## src/rtl/seq_det_scheduler.sv

```systemverilog
// seq_det_scheduler: accepts a word, serializes it into a bit-pattern detector and counts detector hits.
// Build option SEQ_DET_MSB_FIRST_EN: serialize MSB first (default LSB first).
module seq_det_scheduler #(
    parameter int WORD_W = 16,
    parameter int CNT_W  = 8,
    parameter int LAT    = 2
) (
    input  logic              clk_in,
    input  logic              rst_n_in,
    input  logic              word_valid_in,
    output logic              word_ready_out,
    input  logic [WORD_W-1:0] word_data_in,
    output logic              det_din_out,
    output logic              det_vld_out,
    input  logic              det_dout_in,
    output logic [CNT_W-1:0]  hit_cnt_out,
    output logic              busy_out,
    output logic              done_out
);

    // state    | meaning
    // ST_IDLE  | waiting for a word, ready asserted
    // ST_SHIFT | driving one word bit per cycle into the detector
    // ST_DRAIN | waiting LAT cycles for the last hits to emerge
    // ST_DONE  | one-cycle done pulse, hit count final
    typedef enum logic [1:0] {
        ST_IDLE  = 2'd0,
        ST_SHIFT = 2'd1,
        ST_DRAIN = 2'd2,
        ST_DONE  = 2'd3
    } state_t;

    localparam int BCNT_W = $clog2(WORD_W);
    localparam int DCNT_W = (LAT > 1) ? $clog2(LAT) : 1;

    state_t              state_q, state_d;
    logic [WORD_W-1:0]   shift_q;
    logic [BCNT_W-1:0]   bit_cnt_q;
    logic [DCNT_W-1:0]   drain_cnt_q;
    logic [LAT-1:0]      vld_dly_q;
    logic [LAT-1:0]      vld_dly_d;
    logic                det_din_q;
    logic                det_vld_q;
    logic [CNT_W-1:0]    hit_cnt_q;
    logic                done_q;

    logic                in_bit;
    logic [WORD_W-1:0]   in_rest;
    logic                sh_bit;
    logic [WORD_W-1:0]   sh_rest;

`ifdef SEQ_DET_MSB_FIRST_EN
    assign in_bit  = word_data_in[WORD_W-1];
    assign in_rest = {word_data_in[WORD_W-2:0], 1'b0};
    assign sh_bit  = shift_q[WORD_W-1];
    assign sh_rest = {shift_q[WORD_W-2:0], 1'b0};
`else
    assign in_bit  = word_data_in[0];
    assign in_rest = {1'b0, word_data_in[WORD_W-1:1]};
    assign sh_bit  = shift_q[0];
    assign sh_rest = {1'b0, shift_q[WORD_W-1:1]};
`endif

    assign word_ready_out = (state_q == ST_IDLE);
    assign busy_out       = (state_q != ST_IDLE);
    assign det_din_out    = det_din_q;
    assign det_vld_out    = det_vld_q;
    assign hit_cnt_out    = hit_cnt_q;
    assign done_out       = done_q;

    // Oldest tap lines up with the detector output for the bit driven LAT cycles earlier
    assign vld_dly_d = LAT'({vld_dly_q, det_vld_q});

    always_ff @(posedge clk_in or negedge rst_n_in) begin
        if (!rst_n_in) begin
            state_q <= ST_IDLE;
        end else begin
            state_q <= state_d;
        end
    end

    always_comb begin
        state_d = state_q;
        case (state_q)
            ST_IDLE:  if (word_valid_in) state_d = ST_SHIFT;
            ST_SHIFT: if (bit_cnt_q == '0) state_d = ST_DRAIN;
            ST_DRAIN: if (drain_cnt_q == '0) state_d = ST_DONE;
            ST_DONE:  state_d = ST_IDLE;
            default:  state_d = ST_IDLE;
        endcase
    end

    always_ff @(posedge clk_in or negedge rst_n_in) begin
        if (!rst_n_in) begin
            shift_q     <= '0;
            bit_cnt_q   <= '0;
            drain_cnt_q <= '0;
            vld_dly_q   <= '0;
            det_din_q   <= 1'b0;
            det_vld_q   <= 1'b0;
            hit_cnt_q   <= '0;
            done_q      <= 1'b0;
        end else begin
            vld_dly_q <= vld_dly_d;

            if ((state_q == ST_SHIFT || state_q == ST_DRAIN) && vld_dly_q[LAT-1]
                && det_dout_in && (hit_cnt_q != '1)) begin
                hit_cnt_q <= hit_cnt_q + CNT_W'(1);
            end

            case (state_q)
                ST_IDLE: begin
                    done_q <= 1'b0;
                    if (word_valid_in) begin
                        shift_q   <= in_rest;
                        det_din_q <= in_bit;
                        det_vld_q <= 1'b1;
                        bit_cnt_q <= BCNT_W'(WORD_W - 1);
                        hit_cnt_q <= '0;
                    end
                end
                ST_SHIFT: begin
                    if (bit_cnt_q == '0) begin
                        det_din_q   <= 1'b0;
                        det_vld_q   <= 1'b0;
                        drain_cnt_q <= DCNT_W'(LAT - 1);
                    end else begin
                        det_din_q <= sh_bit;
                        shift_q   <= sh_rest;
                        bit_cnt_q <= bit_cnt_q - BCNT_W'(1);
                    end
                end
                ST_DRAIN: begin
                    if (drain_cnt_q == '0) begin
                        done_q <= 1'b1;
                    end else begin
                        drain_cnt_q <= drain_cnt_q - DCNT_W'(1);
                    end
                end
                ST_DONE: begin
                    done_q <= 1'b0;
                end
                default: begin
                    det_din_q <= 1'b0;
                    det_vld_q <= 1'b0;
                    done_q    <= 1'b0;
                end
            endcase
        end
    end

endmodule

```

## config.mk

```make
export PLATFORM = sky130hd
export DESIGN_NAME = seq_det_scheduler
export DESIGN_NICKNAME = d
export VERILOG_FILES = /design/src/rtl/seq_det_scheduler.sv
export SDC_FILE = /design/constraint.sdc
export NUM_CORES = 1
export LEC_CHECK = 0
export CORE_MARGIN = 2
export CORE_UTILIZATION = 47
export CTS_BUF_LIST = sky130_fd_sc_hd__clkbuf_2
export DETAILED_ROUTE_END_ITERATION = 7
export PLACE_DENSITY = 0.73
export SLEW_MARGIN = 20
export SYNTH_ARGS = -nofsm -noshare
export SYNTH_HDL_FRONTEND = slang
export SYNTH_SLANG_ARGS = --single-unit
```

## constraint.sdc

```tcl
create_clock -name clk_in -period 4.4 [get_ports clk_in]
set_input_delay 1.32 -clock clk_in [delete_from_list [all_inputs] [get_ports clk_in]]
set_output_delay 1.32 -clock clk_in [all_outputs]
set_load 0.005 [all_outputs]
```

# Word level (Yosys, flattened, before mapping)
# Cells that the tools add are included.
[word_totals]
latchBits = 0
output_inout_bits = 13
mem_count = 0
ff_bits = 36
mem_bits_rw = 0
input_bits = 20
elab_cells = 61
rom_bits = 0
[classes]
magnitude_cmp = 0
shifts = 0
n_addsub = 3
mul = 0
eq_ne = 8
div_mod_pow = 0
bitwise_logic = 0
n_reduce_logical = 17
n_mux = 24
[ops]
columns = ["cell", "count"]
rows = [
  ["2-to-1 mux 16 bit", 2],
  ["one-hot mux 16 bit (2 select lines)", 1],
  ["2-to-1 mux 8 bit", 3],
  ["AND reduction 3 bit", 3],
  ["adder 8 x 1 -> 8 bit (second input constant)", 1],
  ["2-to-1 mux 4 bit", 2],
  ["inequality test 8 bit (second input constant)", 1],
  ["one-hot mux 1 bit (2 select lines)", 4],
  ["one-hot mux 2 bit (4 select lines)", 1],
  ["one-hot mux 4 bit (2 select lines)", 1],
  ["nonzero test 2 bit", 4],
  ["2-to-1 mux 1 bit", 7],
  ["2-to-1 mux 2 bit", 3],
  ["inequality test 2 bit (second input constant)", 3],
  ["AND reduction 2 bit", 3],
  ["== test 2 bit (second input constant)", 2],
  ["zero test 4 bit", 1],
  ["subtractor 4 x 1 -> 4 bit (second input constant)", 1],
  ["logical AND 1 bit", 3],
  ["== test 2 x 1 -> 1 bit (second input constant)", 1],
  ["zero test 2 bit", 1],
  ["inequality test 2 x 1 -> 1 bit (second input constant)", 1],
  ["OR reduction 2 bit", 1],
  ["logical OR 1 bit", 1],
  ["subtractor 1 bit (second input constant)", 1],
]

# Longest topological paths before layout
# Gate-level depths: netlist of the first run.
[depth]
depth_word = 8
depth_mapped = 8
ltp_nobuf = 6

# Worst setup path after synthesis of the first run
# OpenSTA, ideal clock, no wires.
[synth_timing]
path_type = "input-to-reg"
startpoint = "input word_valid_in"
endpoint = "register bit_cnt_q[0]"
setup_slack_ns = 2.163
arrival_ns = 2.116
n_path_buf = 1
path_stages = 4
setup_time_ns = 0.121
t_required_ns = 4.279
cell_sequence = "mux2_2 -> and2_1 -> buf_2 -> o22a_1"
[synth_between]
elab_chain_len = 2
[synth_lines]
columns = ["item", "line", "source"]
rows = [
  ["start, declared", "10", "input logic word_valid_in,"],
  ["inequality test 2 bit (no source line)", "--", ""],
  ["AND reduction 3 bit (no source line)", "--", ""],
  ["end signal, assigned", "118", "bit_cnt_q <= BCNT_W'(WORD_W - 1);"],
  ["end signal, assigned", "130", "bit_cnt_q <= bit_cnt_q - BCNT_W'(1);"],
  ["end, declared", "38", "logic [BCNT_W-1:0] bit_cnt_q;"],
]
# No other way between the ends.
# A chain may end at the register's enable or synchronous reset.

# Worst setup path after layout of the first run
[layout_timing]
startpoint = "register state_q[0]"
endpoint = "output word_ready_out"
[layout_between]
elab_chain_len = 1
[layout_lines]
columns = ["item", "line", "source"]
rows = [
  ["start, declared", "36", "state_t state_q, state_d;"],
  ["start signal, assigned", "78", "state_q <= state_d;"],
  ["zero test 2 bit", "64", "assign word_ready_out = (state_q == ST_IDLE);"],
  ["end, declared", "11", "output logic word_ready_out,"],
]
# No other way between the ends.

==> flow_summary.html, run 1 <==
<table>
<tr><th>Metric</th><th>Value</th></tr>
<tr><th colspan="2">Run status</th></tr>
<tr><td>Status</td><td>finished, final reports clean</td></tr>
<tr><th colspan="2">Critical path</th></tr>
<tr><td>Worst EP required</td><td>3.08 ns</td></tr>
<tr><td>Register-to-Register Path Depth</td><td>7</td></tr>
<tr><td>Critical path class</td><td>reg -&gt; out</td></tr>
<tr><td>Startpoint kind of the worst setup timing path</td><td>flip-flop</td></tr>
<tr><td>Capturing element type of the critical path</td><td>output pin</td></tr>
<tr><td>Arr. time, crit path</td><td>1.78 ns</td></tr>
<tr><td>Max FO, Critical Path</td><td>7</td></tr>
<tr><th colspan="2">Die</th></tr>
<tr><td>Chip height</td><td>65.64 um</td></tr>
<tr><td>Core box area</td><td>between 0.003 and 0.004 mm2</td></tr>
<tr><td>Effective utilization at floorplan</td><td>48.77%</td></tr>
<tr><td>Row Count</td><td>22</td></tr>
<tr><td>Die Area</td><td>approximately 0.0043 mm2</td></tr>
<tr><td>IO Pins</td><td>33</td></tr>
<tr><td>Die Wd</td><td>65.64 um</td></tr>
<tr><th colspan="2">Routing</th></tr>
<tr><td>Drc violations</td><td>0</td></tr>
<tr><td>First drt pass iteration count</td><td>4</td></tr>
<tr><td>Number of vias after detailed routing</td><td>1377</td></tr>
<tr><td>Mean routed wirelength per cell</td><td>about 13 um</td></tr>
<tr><td>Iteration-0 DRC Markers</td><td>69</td></tr>
<tr><td>Total detailed-routing wirelength</td><td>3392 um</td></tr>
<tr><td>Via density per instance</td><td>~5.3</td></tr>
<tr><td>Count of nets left with antenna violations after detail routing</td><td>0</td></tr>
<tr><th colspan="2">Clocking</th></tr>
<tr><td>Number of hold buffers added after cts</td><td>0</td></tr>
<tr><td>Clock-pin slew of the registers on the worst-case setup and hold paths</td><td>0.17 ns</td></tr>
<tr><td>Largest buffer count on any clock path</td><td>2</td></tr>
<tr><td>Clock tree sinks</td><td>35</td></tr>
<tr><td>TritonCTS buffer count</td><td>5</td></tr>
<tr><td>Cts repair resizes</td><td>0</td></tr>
<tr><td>Number of setup buffers added after CTS</td><td>0</td></tr>
<tr><td>Source-to-sink clock delay at the later pin of the worst-skew pair</td><td>0.38 ns</td></tr>
<tr><td>Clk Tree Root Cell</td><td>clkbuf_2</td></tr>
<tr><td>Clock tree from TritonCTS</td><td>built</td></tr>
<tr><td>H-tree depth</td><td>2</td></tr>
<tr><th colspan="2">Synthesis</th></tr>
<tr><td>Portion of the post-synthesis area used by sequential elements</td><td>49.05%</td></tr>
<tr><td>Async set or reset register ratio after synthesis</td><td>between 90% and 100%</td></tr>
<tr><td>Synth top area share</td><td>between 40 and 50%</td></tr>
<tr><td>Number of library cell types mapped by synthesis</td><td>34</td></tr>
<tr><td>Cell with the most instances after synthesis</td><td>dfrtp_1</td></tr>
<tr><td>Cell types with the highest counts after synthesis</td><td>35 x dfrtp_1, 22 x nor2_1, 20 x a21oi_1</td></tr>
<tr><td>Yosys warnings</td><td>0</td></tr>
<tr><td>Synthesized instance count</td><td>178</td></tr>
<tr><td>Average cell area after synthesis</td><td>10.03 um2</td></tr>
<tr><td>Commonest register cell after synthesis</td><td>dfrtp_1</td></tr>
<tr><td>Flops &amp; latches, synth</td><td>35</td></tr>
<tr><td>Ranking of synthesized cells by area</td><td>dfrtp_1 49%, mux2i_1 9.5%, a21oi_1 5.6%</td></tr>
<tr><td>Net count after synthesis</td><td>205</td></tr>
<tr><td>Synthesized area</td><td>0.001785 mm2</td></tr>
<tr><td>Number of flops mapped to enable cells by yosys</td><td>0</td></tr>
<tr><td>Cell type with the largest total area after synthesis</td><td>dfrtp_1</td></tr>
<tr><th colspan="2">Timing</th></tr>
<tr><td>Setup TNS after final layout</td><td>0 ns</td></tr>
<tr><td>Minimum clock period</td><td>3.096 ns</td></tr>
<tr><td>Clk_skew</td><td>0.02047 ns</td></tr>
<tr><td>Fraction of the cycle the final worst path needs</td><td>70.36%</td></tr>
<tr><td>Number of pins with negative max-slew slack in the final report</td><td>0</td></tr>
<tr><td>Number of hold violations in the final report</td><td>0</td></tr>
<tr><td>Unrepaired setup endpoints after global routing</td><td>no</td></tr>
<tr><td>Actual slew at the worst max-slew pin</td><td>between 0.9 and 1 ns</td></tr>
<tr><td>Count of final setup violators</td><td>0</td></tr>
<tr><td>Headroom to the max-slew limit</td><td>between 30% and 40%</td></tr>
<tr><td>Fmax</td><td>323.0 MHz</td></tr>
<tr><th colspan="2">GRT</th></tr>
<tr><td>Global-route wire length before repair</td><td>slightly below 6000 um</td></tr>
<tr><td>GRT Overall Usage</td><td>17.79%</td></tr>
<tr><td>Antenna violations before repair</td><td>0</td></tr>
<tr><td>Grt ovf</td><td>0</td></tr>
<tr><td>Pin count of the biggest net entering global routing</td><td>36</td></tr>
<tr><td>Vias in the first global route</td><td>1273</td></tr>
<tr><th colspan="2">Power</th></tr>
<tr><td>P per Cell Area</td><td>approximately 600 mW/mm2</td></tr>
<tr><td>Peak VDD IR</td><td>0.2812 mV</td></tr>
<tr><td>Leakage component of the power</td><td>0.9269 nW</td></tr>
<tr><th colspan="2">Layout</th></tr>
<tr><td>Reg area</td><td>875.8 um2</td></tr>
<tr><td>Area added between synthesis and finish</td><td>22.14%</td></tr>
<tr><td>Ratio of cells with drive above 1 in the final layout</td><td>7.547%</td></tr>
<tr><td>Number of antenna diodes</td><td>0</td></tr>
<tr><td>Footprint of the multi-input gates</td><td>842.1 um2</td></tr>
<tr><td>Number of nets in the layout</td><td>239</td></tr>
<tr><td>Number of standard cells in the layout, taps in and fillers out</td><td>260</td></tr>
<tr><td>Count of filler cells inserted in the layout</td><td>330</td></tr>
<tr><th colspan="2">Flow run</th></tr>
<tr><td>Max-Cap Viols</td><td>0</td></tr>
<tr><th colspan="2">Worst hold path</th></tr>
<tr><td>Min-delay worst type</td><td>reg -&gt; reg</td></tr>
<tr><td>Count of cells along the worst hold path</td><td>0</td></tr>
<tr><th colspan="2">Placement</th></tr>
<tr><td>Sum of net half-perimeters after detailed placement</td><td>2485 um</td></tr>
<tr><td>Final estimated routing congestion in global placement</td><td>~0.8</td></tr>
<tr><td>Total instance count after detailed placement</td><td>253</td></tr>
<tr><td>IO buf count</td><td>32</td></tr>
</table>
placed cells by master (no fill, tap or decap), types with 7 or more instances in the layout:
| master | synthesis | final |
|---|---|---|
| dfrtp_1 | 35 | 35 |
| clkdlybuf4s50_1 | 0 | 32 |
| nor2_1 | 22 | 22 |
| a21oi_1 | 20 | 20 |
| mux2i_1 | 17 | 17 |
| inv_1 | 9 | 9 |
| nand3_1 | 9 | 9 |
| nand2_1 | 8 | 8 |
| ha_1 | 7 | 7 |
routing by layer:
layer	GRT usage [%]	part of all wire [%]
met1	21.59	45
met2	29.67	50
met3	5.308	4.1
met4	6.771	1.5
met5	0	0
stage by stage:
step / total power (W) / worst slack (ns) / area, um2 / util, % / hold slack [ns]
floorplan: 0.001015 / 2.163 / 1785 / - / 0.3312
global placement: 0.001163 / 1.269 / 2147 / 58.65 / 0.3355
detailed placement: 0.001206 / 1.155 / 2147 / 58.65 / 0.3358
CTS: 0.001341 / 1.272 / 2181 / 59.57 / 0.3730
global route: 0.001454 / 1.137 / 2181 / 59.57 / 0.3886
finish: 0.001326 / 1.304 / 2181 / 59.57 / 0.3690
critical path, stage by stage, from the launching register on:
cell             delay, ns
dfrtp_1               0.44
inv_1                 0.13
ha_1                  0.29
clkdlybuf4s50_1       0.54
flip-flops by register name, indices dropped and copies added, names as in the netlist:
name	flops
drain_cnt_q	1
hit_cnt_out	8
vld_dly_q	2
shift_q	15
done_out	1
det_vld_out	1
state_q	2
det_din_out	1
bit_cnt_q	4
cell families (layout without fill, tap and decap cells):
kind of cell | Yosys count | after routing | synth area share, %
xor gates and xnor gates | 4 | 4 | 1.963
muxes | 20 | 20 | 11.63
buffers and inverters | 16 | 50 | 3.784
AOI/OAI and AO/OA | 38 | 38 | 12.40
adders and majority gates | 7 | 7 | 4.905
and+or+nand+nor | 58 | 58 | 16.26
DFF | 35 | 35 | 49.05
where the power goes:
group,leakage [nW],internal [W],total (W),switching [W]
clock network,0.0262,0.0000336,0.000135,0.000101
logic,0.502,0.000315,0.000654,0.000340
registers,0.399,0.000447,0.000537,0.0000896
cell type report:
cell class,instances,share of cell area (%)
sequential,35,40.16
clock inverter,2,0.4016
multi-input combinational,127,38.61
tap,48,2.754
timing repair buffer,34,15.38
inverter,9,1.549
clock buffer,5,1.147
worst paths after layout:
check	start	to	slack, ns
setup / recovery	state_q[0]$_DFFE_PN0P_	word_ready_out	1.30
hold / removal	vld_dly_q[0]$_DFF_PN0_	vld_dly_q[1]$_DFF_PN0_	0.37
setup reg to reg	state_q[1]$_DFFE_PN0P_	shift_q[5]$_DFFE_PN0P_	2.00
hold reg to reg	vld_dly_q[0]$_DFF_PN0_	vld_dly_q[1]$_DFF_PN0_	0.37
max in group asynchronous	rst_n_in	det_din_out$_DFFE_PN0P_	2.74
min in group asynchronous	rst_n_in	state_q[0]$_DFFE_PN0P_	1.33
No activity file was read; power rests on OpenSTA's default activity.
==> inputs of run 2 (changes only) <==
Clock period 4.4 ns to 3.2 ns, I/O delays scaled along.
==> run 2 against run 1 <==
Clock skew down 0.015 ns. Largest power group unchanged. Register-to-register slack worse by 1.1 ns. Sequential power up 37%. Global-route usage about the same. Core utilization up 0.17 points. Power up 38%. Sequential share of layout area down 0.11 points. Combinational power up 37%.
==> flow_summary.html, run 2 (synthesis results as in run 1) <==
<table>
<tr><th>Metric</th><th>Value</th></tr>
<tr><th colspan="2">Run status</th></tr>
<tr><td>Status</td><td>finished, final reports clean</td></tr>
<tr><th colspan="2">Routing</th></tr>
<tr><td>First drt pass iteration count</td><td>4</td></tr>
<tr><td>Iteration-0 DRC Markers</td><td>99</td></tr>
<tr><td>Drc violations</td><td>0</td></tr>
<tr><td>Number of vias after detailed routing</td><td>1388</td></tr>
<tr><td>Total detailed-routing wirelength</td><td>between 3000 and 4000 um</td></tr>
<tr><td>Mean routed wirelength per cell</td><td>around 13 um</td></tr>
<tr><td>Via density per instance</td><td>approximately 5.3</td></tr>
<tr><td>Count of nets left with antenna violations after detail routing</td><td>0</td></tr>
<tr><th colspan="2">Clocking</th></tr>
<tr><td>Source-to-sink clock delay at the later pin of the worst-skew pair</td><td>0.36 ns</td></tr>
<tr><td>H-tree depth</td><td>2</td></tr>
<tr><td>Number of hold buffers added after cts</td><td>0</td></tr>
<tr><td>Clock tree from TritonCTS</td><td>built</td></tr>
<tr><td>Clock-pin slew of the registers on the worst-case setup and hold paths</td><td>0.16 ns</td></tr>
<tr><td>Clock tree sinks</td><td>35</td></tr>
<tr><td>TritonCTS buffer count</td><td>5</td></tr>
<tr><td>Cts repair resizes</td><td>0</td></tr>
<tr><td>Largest buffer count on any clock path</td><td>2</td></tr>
<tr><td>Clk Tree Root Cell</td><td>clkbuf_2</td></tr>
<tr><td>Number of setup buffers added after CTS</td><td>0</td></tr>
<tr><th colspan="2">Placement</th></tr>
<tr><td>IO buf count</td><td>32</td></tr>
<tr><td>Sum of net half-perimeters after detailed placement</td><td>approximately 2400 um</td></tr>
<tr><td>DP Area</td><td>between 0.002 and 0.0025 mm2</td></tr>
<tr><td>Final estimated routing congestion in global placement</td><td>roughly 0.8</td></tr>
<tr><td>Total instance count after detailed placement</td><td>253</td></tr>
<tr><th colspan="2">Timing</th></tr>
<tr><td>Fmax</td><td>365.4 MHz</td></tr>
<tr><td>Fraction of the cycle the final worst path needs</td><td>85.53%</td></tr>
<tr><td>Number of pins with negative max-slew slack in the final report</td><td>0</td></tr>
<tr><td>Number of hold violations in the final report</td><td>0</td></tr>
<tr><td>Minimum clock period</td><td>2.737 ns</td></tr>
<tr><td>Headroom to the max-slew limit</td><td>roughly two fifths</td></tr>
<tr><td>Actual slew at the worst max-slew pin</td><td>0.9208 ns</td></tr>
<tr><td>Count of final setup violators</td><td>0</td></tr>
<tr><td>Unrepaired setup endpoints after global routing</td><td>no</td></tr>
<tr><td>Setup TNS after final layout</td><td>0 ns</td></tr>
<tr><td>Clk_skew</td><td>0.005849 ns</td></tr>
<tr><th colspan="2">GRT</th></tr>
<tr><td>Grt ovf</td><td>0</td></tr>
<tr><td>GRT Overall Usage</td><td>17.76%</td></tr>
<tr><td>Vias in the first global route</td><td>1351</td></tr>
<tr><td>Antenna violations before repair</td><td>0</td></tr>
<tr><td>Pin count of the biggest net entering global routing</td><td>36</td></tr>
<tr><td>Global-route wire length before repair</td><td>5892 um</td></tr>
<tr><th colspan="2">Critical path</th></tr>
<tr><td>Startpoint kind of the worst setup timing path</td><td>flip-flop</td></tr>
<tr><td>Reg-to-reg setup timing slack</td><td>0.95 ns</td></tr>
<tr><td>Worst R2R End</td><td>shift_q[3]$_DFFE_PN0P_</td></tr>
<tr><td>Max FO, Critical Path</td><td>7</td></tr>
<tr><td>Register-to-Register Path Depth</td><td>7</td></tr>
<tr><td>Worst EP required</td><td>2.24 ns</td></tr>
<tr><td>Capturing element type of the critical path</td><td>output pin</td></tr>
<tr><td>Arr. time, crit path</td><td>1.78 ns</td></tr>
<tr><td>Launch instance of the worst register-to-register path</td><td>state_q[1]$_DFFE_PN0P_</td></tr>
<tr><td>Critical path class</td><td>reg -&gt; out</td></tr>
<tr><th colspan="2">Layout</th></tr>
<tr><td>Highest-count cells in the layout ignoring fill and taps</td><td>35 x dfrtp_1, 32 x clkdlybuf4s50_1, 22 x nor2_1, 20 x a21oi_1, 17 x mux2i_1</td></tr>
<tr><td>Number of standard cells in the layout, taps in and fillers out</td><td>261</td></tr>
<tr><td>Ratio of cells with drive above 1 in the final layout</td><td>8.451%</td></tr>
<tr><td>Most common cell after layout, fill and taps aside</td><td>dfrtp_1</td></tr>
<tr><td>Max FFs per register</td><td>15</td></tr>
<tr><td>Count of filler cells inserted in the layout</td><td>331</td></tr>
<tr><td>Number of nets in the layout</td><td>239</td></tr>
<tr><td>Area added between synthesis and finish</td><td>22.49%</td></tr>
<tr><td>Reg area</td><td>875.8 um2</td></tr>
<tr><td>Footprint of the multi-input gates</td><td>842.1 um2</td></tr>
<tr><td>Number of antenna diodes</td><td>0</td></tr>
<tr><td>Register with the most flip-flops</td><td>shift_q</td></tr>
<tr><td>Layout Cell Area excl Fill</td><td>0.002187 mm2</td></tr>
<tr><th colspan="2">Die</th></tr>
<tr><td>IO Pins</td><td>33</td></tr>
<tr><td>Core box area</td><td>roughly 0.0037 mm2</td></tr>
<tr><td>Row Count</td><td>22</td></tr>
<tr><td>Effective utilization at floorplan</td><td>approximately 50%</td></tr>
<tr><td>Die Wd</td><td>~66 um</td></tr>
<tr><td>Chip height</td><td>65.64 um</td></tr>
<tr><td>Die Area</td><td>0.004308 mm2</td></tr>
<tr><th colspan="2">Worst hold path</th></tr>
<tr><td>Worst Hold End</td><td>vld_dly_q[1]$_DFF_PN0_</td></tr>
<tr><td>Hold Path Origin</td><td>vld_dly_q[0]$_DFF_PN0_</td></tr>
<tr><td>Min-delay worst type</td><td>reg -&gt; reg</td></tr>
<tr><td>Count of cells along the worst hold path</td><td>0</td></tr>
<tr><th colspan="2">Flow run</th></tr>
<tr><td>Max-Cap Viols</td><td>0</td></tr>
<tr><th colspan="2">Power</th></tr>
<tr><td>P per Cell Area</td><td>around 840 mW/mm2</td></tr>
<tr><td>Peak VDD IR</td><td>around 0.41 mV</td></tr>
<tr><td>Leakage component of the power</td><td>0.9336 nW</td></tr>
</table>
[run 2: through the flow]
stage	setup slack [ns]	total power, W	hold slack, ns	util (%)
finish	0.4629	0.001833	0.3763	59.74
global route	0.3127	0.002008	0.3833	59.74
CTS	0.4376	0.001850	0.3798	59.74
detailed placement	0.3372	0.001646	0.3428	58.65
global placement	0.4360	0.001601	0.3353	58.65
floorplan	1.323	0.001396	0.3312	-
[run 2: final cells by class]
type	count	share of cell area [%]
Sequential cell	35	40.05
Multi-Input combinational cell	127	38.50
Timing Repair Buffer	34	15.33
Tap cell	48	2.746
Clock buffer	7	1.602
Inverter	9	1.545
Clock inverter	1	0.2288
[run 2: where the power goes]
| group | internal, W | leakage, nW | switching (W) |
|---|---|---|---|
| registers | 0.000615 | 0.399 | 0.000122 |
| logic | 0.000433 | 0.502 | 0.000463 |
| clock network | 0.0000597 | 0.0330 | 0.000140 |
| total | 0.00111 | 0.934 | 0.000725 |
[run 2: layer usage]
layer	track usage (%)	vias to the layer above	wire [um]
met5	0	-	0
met4	7.552	0	36
met3	5.651	4	173
met2	28.66	36	1637
met1	21.80	661	1541
li1	-	687	-
[run 2: worst max-delay path, cell delays in order, from the launching register on]
cell and delay, ns:
dfrtp_1 0.44, inv_1 0.13, ha_1 0.30, clkdlybuf4s50_1 0.55
[run 2: worst max-delay path by stage]
stage / startpoint / to / slack, ns
2_1_floorplan: word_valid_in / bit_cnt_q[0]$_DFFE_PN0P_ / 1.32
3_3_place_gp: word_valid_in / shift_q[12]$_DFFE_PN0P_ / 0.44
3_5_place_dp: word_valid_in / shift_q[1]$_DFFE_PN0P_ / 0.34
4_1_cts: state_q[0]$_DFFE_PN0P_ / word_ready_out / 0.44
5_1_grt: state_q[0]$_DFFE_PN0P_ / word_ready_out / 0.31
6_report: state_q[1]$_DFFE_PN0P_ / word_ready_out / 0.46
